`config.mk`:
```
export PLATFORM = sky130hd
export DESIGN_NAME = spi_req_scheduler
export DESIGN_NICKNAME = d
export VERILOG_FILES = /design/src/rtl/spi_req_scheduler_pkg.sv /design/src/rtl/spi_req_scheduler_rr_arbiter.sv /design/src/rtl/spi_req_scheduler.sv
export SDC_FILE = /design/constraint.sdc
export NUM_CORES = 1
export LEC_CHECK = 0
export CORE_MARGIN = 4
export CORE_UTILIZATION = 45
export DETAILED_ROUTE_END_ITERATION = 16
export PLACE_DENSITY = 0.78
export SLEW_MARGIN = 15
export SYNTH_ARGS = -nofsm -noshare
export SYNTH_HDL_FRONTEND = slang
export SYNTH_SLANG_ARGS = --single-unit
```
`constraint.sdc`:
```
create_clock -name clk -period 2.35 [get_ports clk]
set_input_delay 0.47 -clock clk [delete_from_list [all_inputs] [get_ports clk]]
set_output_delay 0.47 -clock clk [all_outputs]
set_load 0.01 [all_outputs]
```
`src/rtl/spi_req_scheduler_pkg.sv`:
```
// Shared definitions for the SPI request scheduler.
//   state_t      : scheduler FSM states
//   SS_IDLE      : all-ones "no slave selected" code (sliced to SSW by users)
//   TOUT_DEFAULT : default number of cycles allowed for spi_done to arrive
package spi_req_scheduler_pkg;

  typedef enum logic [2:0] {
    ST_IDLE,
    ST_SETUP,
    ST_START,
    ST_WAIT,
    ST_DONE
  } state_t;

  localparam int SS_MAXW = 8;
  localparam logic [SS_MAXW-1:0] SS_IDLE = '1;

  localparam int TOUT_DEFAULT = 255;

endpackage

```
`src/rtl/spi_req_scheduler_rr_arbiter.sv`:
```
// Combinational round-robin pick.
//   req   : request vector
//   ptr   : index that has highest priority this round
//   gnt   : one-hot grant of the winner (all zero when no request)
//   idx   : index of the winner
//   found : at least one request is set
module rr_arbiter #(
  parameter int NREQ = 3,
  parameter int IDW  = 2
) (
  input  logic [NREQ-1:0] req,
  input  logic [IDW-1:0]  ptr,
  output logic [NREQ-1:0] gnt,
  output logic [IDW-1:0]  idx,
  output logic            found
);

  logic [2*NREQ-1:0] req_dbl;
  logic [NREQ-1:0]   req_rot;
  int                pos;

  // Rotate so that bit 0 of req_rot is requester ptr; doubling gives wrap-around.
  assign req_dbl = {req, req};
  assign req_rot = NREQ'(req_dbl >> ptr);

  always_comb begin
    found = 1'b0;
    idx   = '0;
    gnt   = '0;
    pos   = 0;
    for (int i = 0; i < NREQ; i++) begin
      if (!found && req_rot[i]) begin
        found = 1'b1;
        pos   = int'(ptr) + i;
        if (pos >= NREQ) pos = pos - NREQ;
      end
    end
    if (found) begin
      idx = IDW'(pos);
      gnt = NREQ'(1) << pos;
    end
  end

endmodule

```
`src/rtl/spi_req_scheduler.sv`:
```
// Shares one SPI master between NREQ requesters by round-robin.
// A granted requester gets its slave select and command byte driven, a single
// en_spi start pulse, and then either its received byte (rsp_valid) or a
// timeout indication (tout_err) if spi_done never rises.
//   clk, rst          : clock, asynchronous active-high reset
//   req/req_cmd/req_ss: per-requester level request, command byte, slave code
//   spi_done/spi_rx   : SPI master completion level and received byte
//   en_spi/spi_tx/SS  : start pulse, command byte and slave select to SPI
//   gnt/busy          : one-hot grant held per transaction, FSM not idle
//   rsp_valid/rsp_id/rsp_data/tout_err : completion report to requesters
module spi_req_scheduler
  import spi_req_scheduler_pkg::*;
#(
  parameter int NREQ     = 3,
  parameter int DATABITS = 8,
  parameter int SSW      = 2,
  parameter int TOUT     = TOUT_DEFAULT,
  parameter int IDW      = 2
) (
  input  logic                     clk,
  input  logic                     rst,
  input  logic [NREQ-1:0]          req,
  input  logic [NREQ*DATABITS-1:0] req_cmd,
  input  logic [NREQ*SSW-1:0]      req_ss,
  input  logic                     spi_done,
  input  logic [DATABITS-1:0]      spi_rx,
  output logic                     en_spi,
  output logic [DATABITS-1:0]      spi_tx,
  output logic [SSW-1:0]           SS,
  output logic [NREQ-1:0]          gnt,
  output logic                     busy,
  output logic                     rsp_valid,
  output logic [IDW-1:0]           rsp_id,
  output logic [DATABITS-1:0]      rsp_data,
  output logic                     tout_err
);

  localparam int CW = $clog2(TOUT + 1);

  state_t               state, state_n;
  logic [IDW-1:0]       ptr, ptr_n;
  logic [CW-1:0]        cnt, cnt_n;
  logic                 done_q;
  logic                 done_rise;

  logic                 en_spi_n, busy_n, rsp_valid_n, tout_err_n;
  logic [DATABITS-1:0]  spi_tx_n, rsp_data_n;
  logic [SSW-1:0]       ss_n;
  logic [NREQ-1:0]      gnt_n;
  logic [IDW-1:0]       rsp_id_n;

  logic [NREQ-1:0]      arb_gnt;
  logic [IDW-1:0]       arb_idx;
  logic                 arb_found;

  rr_arbiter #(.NREQ(NREQ), .IDW(IDW)) u_arb (
    .req   (req),
    .ptr   (ptr),
    .gnt   (arb_gnt),
    .idx   (arb_idx),
    .found (arb_found)
  );

  // A level already high when WAIT is entered must not count as completion.
  assign done_rise = spi_done & ~done_q;

  always_comb begin
    state_n     = state;
    ptr_n       = ptr;
    cnt_n       = cnt;
    en_spi_n    = 1'b0;
    spi_tx_n    = spi_tx;
    ss_n        = SS;
    gnt_n       = gnt;
    busy_n      = busy;
    rsp_valid_n = 1'b0;
    rsp_id_n    = rsp_id;
    rsp_data_n  = rsp_data;
    tout_err_n  = 1'b0;
    case (state)
      ST_IDLE: begin
        if (arb_found) begin
          gnt_n    = arb_gnt;
          ss_n     = req_ss[int'(arb_idx)*SSW +: SSW];
          spi_tx_n = req_cmd[int'(arb_idx)*DATABITS +: DATABITS];
          rsp_id_n = arb_idx;
          busy_n   = 1'b1;
          state_n  = ST_SETUP;
        end
      end
      ST_SETUP: begin
        // Counter measures cycles since the start pulse, starting at it.
        en_spi_n = 1'b1;
        cnt_n    = '0;
        state_n  = ST_START;
      end
      ST_START: begin
        cnt_n   = cnt + 1'b1;
        state_n = ST_WAIT;
      end
      ST_WAIT: begin
        // Completion has priority over an expiry in the same cycle.
        if (done_rise) begin
          rsp_data_n  = spi_rx;
          rsp_valid_n = 1'b1;
          state_n     = ST_DONE;
        end else if (cnt >= CW'(TOUT - 1)) begin
          tout_err_n = 1'b1;
          state_n    = ST_DONE;
        end else begin
          cnt_n = cnt + 1'b1;
        end
      end
      ST_DONE: begin
        gnt_n   = '0;
        ss_n    = SS_IDLE[SSW-1:0];
        busy_n  = 1'b0;
        ptr_n   = (int'(rsp_id) == NREQ - 1) ? '0 : rsp_id + 1'b1;
        state_n = ST_IDLE;
      end
      default: state_n = ST_IDLE;
    endcase
  end

  always_ff @(posedge clk or posedge rst) begin
    if (rst) begin
      state     <= ST_IDLE;
      ptr       <= '0;
      cnt       <= '0;
      done_q    <= 1'b0;
      en_spi    <= 1'b0;
      spi_tx    <= '0;
      SS        <= SS_IDLE[SSW-1:0];
      gnt       <= '0;
      busy      <= 1'b0;
      rsp_valid <= 1'b0;
      rsp_id    <= '0;
      rsp_data  <= '0;
      tout_err  <= 1'b0;
    end else begin
      state     <= state_n;
      ptr       <= ptr_n;
      cnt       <= cnt_n;
      done_q    <= spi_done;
      en_spi    <= en_spi_n;
      spi_tx    <= spi_tx_n;
      SS        <= ss_n;
      gnt       <= gnt_n;
      busy      <= busy_n;
      rsp_valid <= rsp_valid_n;
      rsp_id    <= rsp_id_n;
      rsp_data  <= rsp_data_n;
      tout_err  <= tout_err_n;
    end
  end

endmodule

```
## Word level (Yosys, flattened, before mapping)

Cells that the tools add are included.

| operators by class | value |
|---|---|
| add/sub/neg operators | 7 |
| multipliers | 0 |
| div/mod/pow operators | 0 |
| order comparisons | 4 |
| equality and inequality tests | 9 |
| shift-type cells | 4 |
| muxes and demuxes | 30 |
| bitwise operators | 2 |
| reductions and logical operators | 12 |

Operator list:

| operator | count |
|---|---|
| 32-bit two-way mux | 6 |
| 32-bit by 3-bit >= comparator with 1-bit output, second input constant | 2 |
| 32-bit by 3-bit subtractor with 32-bit output, second input constant | 2 |
| 1-bit by 32-bit << shifter with 3-bit output, first input constant | 1 |
| 8-bit case mux with 3 select lines | 1 |
| 24-bit by 6-bit variable part select with 8-bit output | 1 |
| 8-bit two-way mux | 2 |
| 3-bit two-way mux | 4 |
| 3-bit case mux with 4 select lines | 1 |
| 1-bit two-way mux | 10 |
| 8-bit by 1-bit adder with 8-bit output, second input constant | 1 |
| 8-bit >= comparator, second input constant | 1 |
| 2-bit AND reduction | 4 |
| 3-bit by 2-bit equality test with 1-bit output, second input constant | 2 |
| 2-bit two-way mux | 3 |
| 2-bit != test, second input constant | 3 |
| 3-bit case mux with 2 select lines | 1 |
| 6-bit by 4-bit variable part select with 2-bit output | 1 |
| 6-bit by 2-bit right shift with 3-bit output | 1 |
| 2-bit case mux with 2 select lines | 1 |
| 2-bit by 1-bit adder with 3-bit output, second input constant | 1 |
| 2-bit by 2-bit adder with 3-bit output, second input constant | 1 |
| 3-bit by 1-bit equality test with 1-bit output, second input constant | 1 |
| 3-bit equality test, second input constant | 1 |
| 14 further kinds | 16 |

| storage, ports and cells | value |
|---|---|
| flip-flop bits (word level) | 41 |
| latch bits | 0 |
| bits in writable memories | 0 |
| bits in read-only memories | 0 |
| bits of input ports | 44 |
| output and inout port bits | 27 |
| word-level logic and storage cells | 81 |
| memories kept | 0 |

## Logic depth before layout (Yosys ltp)

| depth | value |
|---|---|
| word-level depth | 12 |
| gate-level depth with buffers | 9 |
| gate-level depth less buffers | 9 |

## Hierarchy

From an unflattened synthesis, not the netlist that was laid out.

| unflattened totals | value |
|---|---|
| cell total of the unflattened synthesis | 231 |
| area, all modules | 2386.0 um^2 |

By module, submodules not included:

| module | instances | cells each | area each (um^2) | seq. area each (um^2) |
|---|---|---|---|---|
| spi_req_scheduler | 1 | 180 | 1985.7 | 1028.5 |
| rr_arbiter | 1 | 51 | 400.4 | 0.0 |

## Worst setup path before layout

OpenSTA, ideal clock, no wires.

| path | value |
|---|---|
| path type | reg-to-reg |
| start point | register ptr[1] |
| end point | register spi_tx[7] |
| library setup time | 90 ps |
| data arrival time | 2065 ps |
| data required time | 2260 ps |
| path slack | 194 ps |
| cell stages (with the launch flop) | 8 |
| buffers on the path | 1 |
| clock period less this slack | 2156 ps |
| cells stage by stage | dfrtp_1 > buf_6 > or4b_4 > o2bb2ai_2 > a21o_4 > mux2i_4 > nand2_1 > o221ai_1 |

| on the way | value |
|---|---|
| cells in the longest elaborated chain, start to end | 10 |
| elaborated cells on any way between the ends | 25 |
| those cells by class | add/sub: 5; order compare: 3; shift: 2; mux: 10; reduce/logical: 5 |

Ends and longest elaborated chain:

| element | line | text |
|---|---|---|
| start: declaration | spi_req_scheduler.sv:41 | `logic [IDW-1:0] ptr, ptr_n;` |
| start signal: assignment | spi_req_scheduler.sv:142 | `ptr <= ptr_n;` |
| branches (longest 10 deep; another with 32-bit by 3-bit subtractor with 32-bit output) | n/a |  |
| end signal: assignment | spi_req_scheduler.sv:146 | `spi_tx <= spi_tx_n;` |
| end: declaration | spi_req_scheduler.sv:28 | `output logic [DATABITS-1:0] spi_tx,` |

Parallel ways; which one is timed is not known.
A chain may end at the register's enable or synchronous reset.

## Final worst setup path

| path | value |
|---|---|
| start point | register ptr[0] |
| end point | register spi_tx[5] |

Same word-level chain as after synthesis.

==> results.cfg <==
[sta]
relSlewSlack = 0.649
setup_violations = 0
fin_crit_ns = 2.11
tightestPinTransition_ns = 0.526
timing.fmax_ghz = 0.473
hold_violations = 0
hold-worst-slack_ns = 0.491
rsz0062_at_grt = no
slew_violations = 0
clock_skew_ns = 0.00648
timing.final.crit_share = 0.899

[floorplan]
initial_core_util = 0.474
ios = 71
die_h_um = 79.5
fp.dieArea_um2 = 6320
core_region_area_um2 = 4850
die_x_um = 79.5
num_rows = 25

[grt]
grt_pass1_wl_um = 8850
grt_max_degree = 42
grt_pass1_vias = 1945
globalRouteTotalUtil = 0.177
overflow = 0
antenna_found_initial = 0

[synth]
synth_cells = 221
synth-edff-count = 0
yosysWarnings = 0
synthMuxAreaShare = 0.106
synth_xor_xnor_area_share = 0.0267
syn_area_per_cell_um2 = 10.4
synth_compound_area_frac = 0.142
async_reset_ff_frac = 1.00
syn_nets = 274
synth_simple_gate_area_share = 0.186
synth_fa_ha_area_frac = 0.0490
netlist_area_um2 = 2300
dominantRegCellSynth = dfrtp_1
yosysUniqueCellTypes = 49
ys_ff_latch = 41
synth_top_family_by_area = simple AND/OR/NAND/NOR gates
seq_area_frac_synth = 0.447

[final_layout]
fillCellCount = 379
layout.nets = 362
layout_commonest_cell = clkdlybuf4s50_1
final_cell_mix = clkdlybuf4s50_1, dfrtp_1, nand2_1
stdcell_area_um2 = 3280
syn2layout_area_growth_pct = 42.7
diodes = 0
drive_above_1_share = 0.135

[pwr]
switching_share = 0.379
pwr-share-seq = 0.307
leakage_nw = 1.45
comb_power_share = 0.544
intPower_mw = 2.48
pwr-share-clk = 0.148
power_density_nw_per_um2 = 1220
switching_power_mw = 1.51
vdd_drop_max_v = 0.000656

[drt]
drc = 0
wl_per_cell_um = 13.8
first_iter_violations = 66
drtPass1Iterations = 4
vias = 1911
ant_nets = 0
avgViaCountPerCell = 5.07
drt_wl_total_um = 5220

[min_path]
min_path_type = reg2reg

[worst_setup_path]
worstSetupPathType = reg2reg
crit_arrival_ns = 2.27
cp-start-kind = register
endpoint_kind = register
crit_required_ns = 2.51
cp_max_fo = 9
rrSetupSlack_ns = 0.24

[clock_tree]
cts_tree = built
postCtsHoldBufs = 0
cts_buffers = 5
cts_sinks = 41
htreeDepth = 2
clockBufferDepth = 2
root_buffer = clkbuf_8
clkLatencyLatePin_ns = 0.29
clk_transition_reported_paths_ns = 0.08

[place]
dpl-instance-area_um2 = 3150
gp_congestion = 0.773
io_buffer_count = 70
dp_hpwl_um = 4000

[run]
drv_cap = 0

[outcome]
outcome = finished, final reports clean
## sequential cells by signal (all words and copies together), names as in the netlist
register / cells
SS: 2
gnt: 3
en_spi: 1
rsp_valid: 1
spi_tx: 8
done_q: 1
state: 3
tout_err: 1
busy: 1
cnt: 8
rsp_id: 2
rsp_data: 8
ptr: 2
## logic make-up after synthesis
family / Yosys count
buffers and inverters: 16
adder cells (fa/ha/maj): 9
XOR/XNOR: 7
multiplexers: 22
AND/OR/NAND/NOR: 83
AO/OA/AOI/OAI: 43
flip-flops: 41
## synthesized netlist by cell type (all sizes together), types with 3 or more instances
| library cell | count | area (um2) |
|---|---|---|
| dfrtp | 39 | 976 |
| nand2 | 31 | 116 |
| nor2 | 17 | 63.8 |
| mux2i | 14 | 153 |
| o221ai | 10 | 87.6 |
| ha | 9 | 113 |
| inv | 9 | 33.8 |
| o21ai | 9 | 45.0 |
| mux2 | 8 | 90.1 |
| xor2 | 7 | 61.3 |
| nand2b | 6 | 40.0 |
| a21oi | 4 | 20.0 |
| a31oi | 4 | 25.0 |
| buf | 4 | 50.1 |
| nand4 | 4 | 25.0 |
| nor2b | 4 | 32.5 |
| and2 | 3 | 18.8 |
| nand3 | 3 | 15.0 |
| nor3b | 3 | 22.5 |
| o21a | 3 | 22.5 |
| o31ai | 3 | 22.5 |
## worst paths after layout
check / start / to / depth (start not counted)
max in group asynchronous: rst / SS[1]$_DFFE_PP1P_ / 3
min in group asynchronous: rst / rsp_data[5]$_DFFE_PP0P_ / 3
hold reg to reg: busy$_DFFE_PP0P_ / busy$_DFFE_PP0P_ / 2
setup / recovery: ptr[0]$_DFFE_PP0P_ / spi_tx[5]$_DFFE_PP0P_ / 7
setup reg to reg: ptr[0]$_DFFE_PP0P_ / spi_tx[5]$_DFFE_PP0P_ / 7
hold / removal: busy$_DFFE_PP0P_ / busy$_DFFE_PP0P_ / 2
## per-layer routing
layer	track usage	part of all wire	wire [um]
met4	0.0464	0.0054	28
met5	0	0	0
met3	0.0643	0.083	431
met1	0.213	0.44	2280
met2	0.300	0.47	2480
## worst max-delay path, stage by stage, from the launching register on
cell	delay [ns]
dfrtp_1	0.46
or4b_4	0.56
o2bb2ai_2	0.16
a21o_4	0.13
a221o_1	0.17
buf_4	0.17
mux2i_1	0.19
o221ai_1	0.13
## per-stage QoR
stage          instances  setup WS, ns  setup TNS [ns]  utilization  total power [mW]
2_1_floorplan        221         0.194               0            -              2.60
3_3_place_gp         369        -0.264           -2.91        0.650              3.37
3_5_place_dp         369        -0.296           -3.30        0.650              3.42
4_1_cts              377       0.00228               0        0.675              4.03
5_1_grt              377        0.0622               0        0.676              4.32
6_report             377         0.237               0        0.676              3.99
## final cells by class
cell class | instances | area (um2) | share of cell area
Timing Repair Buffer | 88 | 843 | 0.257
Clock buffer | 6 | 82.6 | 0.0252
Sequential cell | 41 | 1030 | 0.314
Tap cell | 67 | 83.8 | 0.0256
Clock inverter | 2 | 37.5 | 0.0114
Inverter | 9 | 33.8 | 0.0103
Multi-Input combinational cell | 164 | 1170 | 0.357
## repair_timing
action | CTS | global route
setup buffers | 0 | 0
setup endpoints to repair | 0 | 10
endpoints found under the hold margin | 0 | 0
resized for setup | 0 | 3
## power groups by stage
| stage | Clock, mW | Combinational (mW) | Sequential, mW |
|---|---|---|---|
| 2_1_floorplan | 0 | 1.32 | 1.27 |
| 3_3_place_gp | 0 | 2.14 | 1.23 |
| 3_5_place_dp | 0 | 2.18 | 1.23 |
| 4_1_cts | 0.606 | 2.20 | 1.23 |
| 5_1_grt | 0.639 | 2.41 | 1.27 |
| 6_report | 0.592 | 2.17 | 1.23 |
Note: power is estimated with default switching activity, not from simulation.
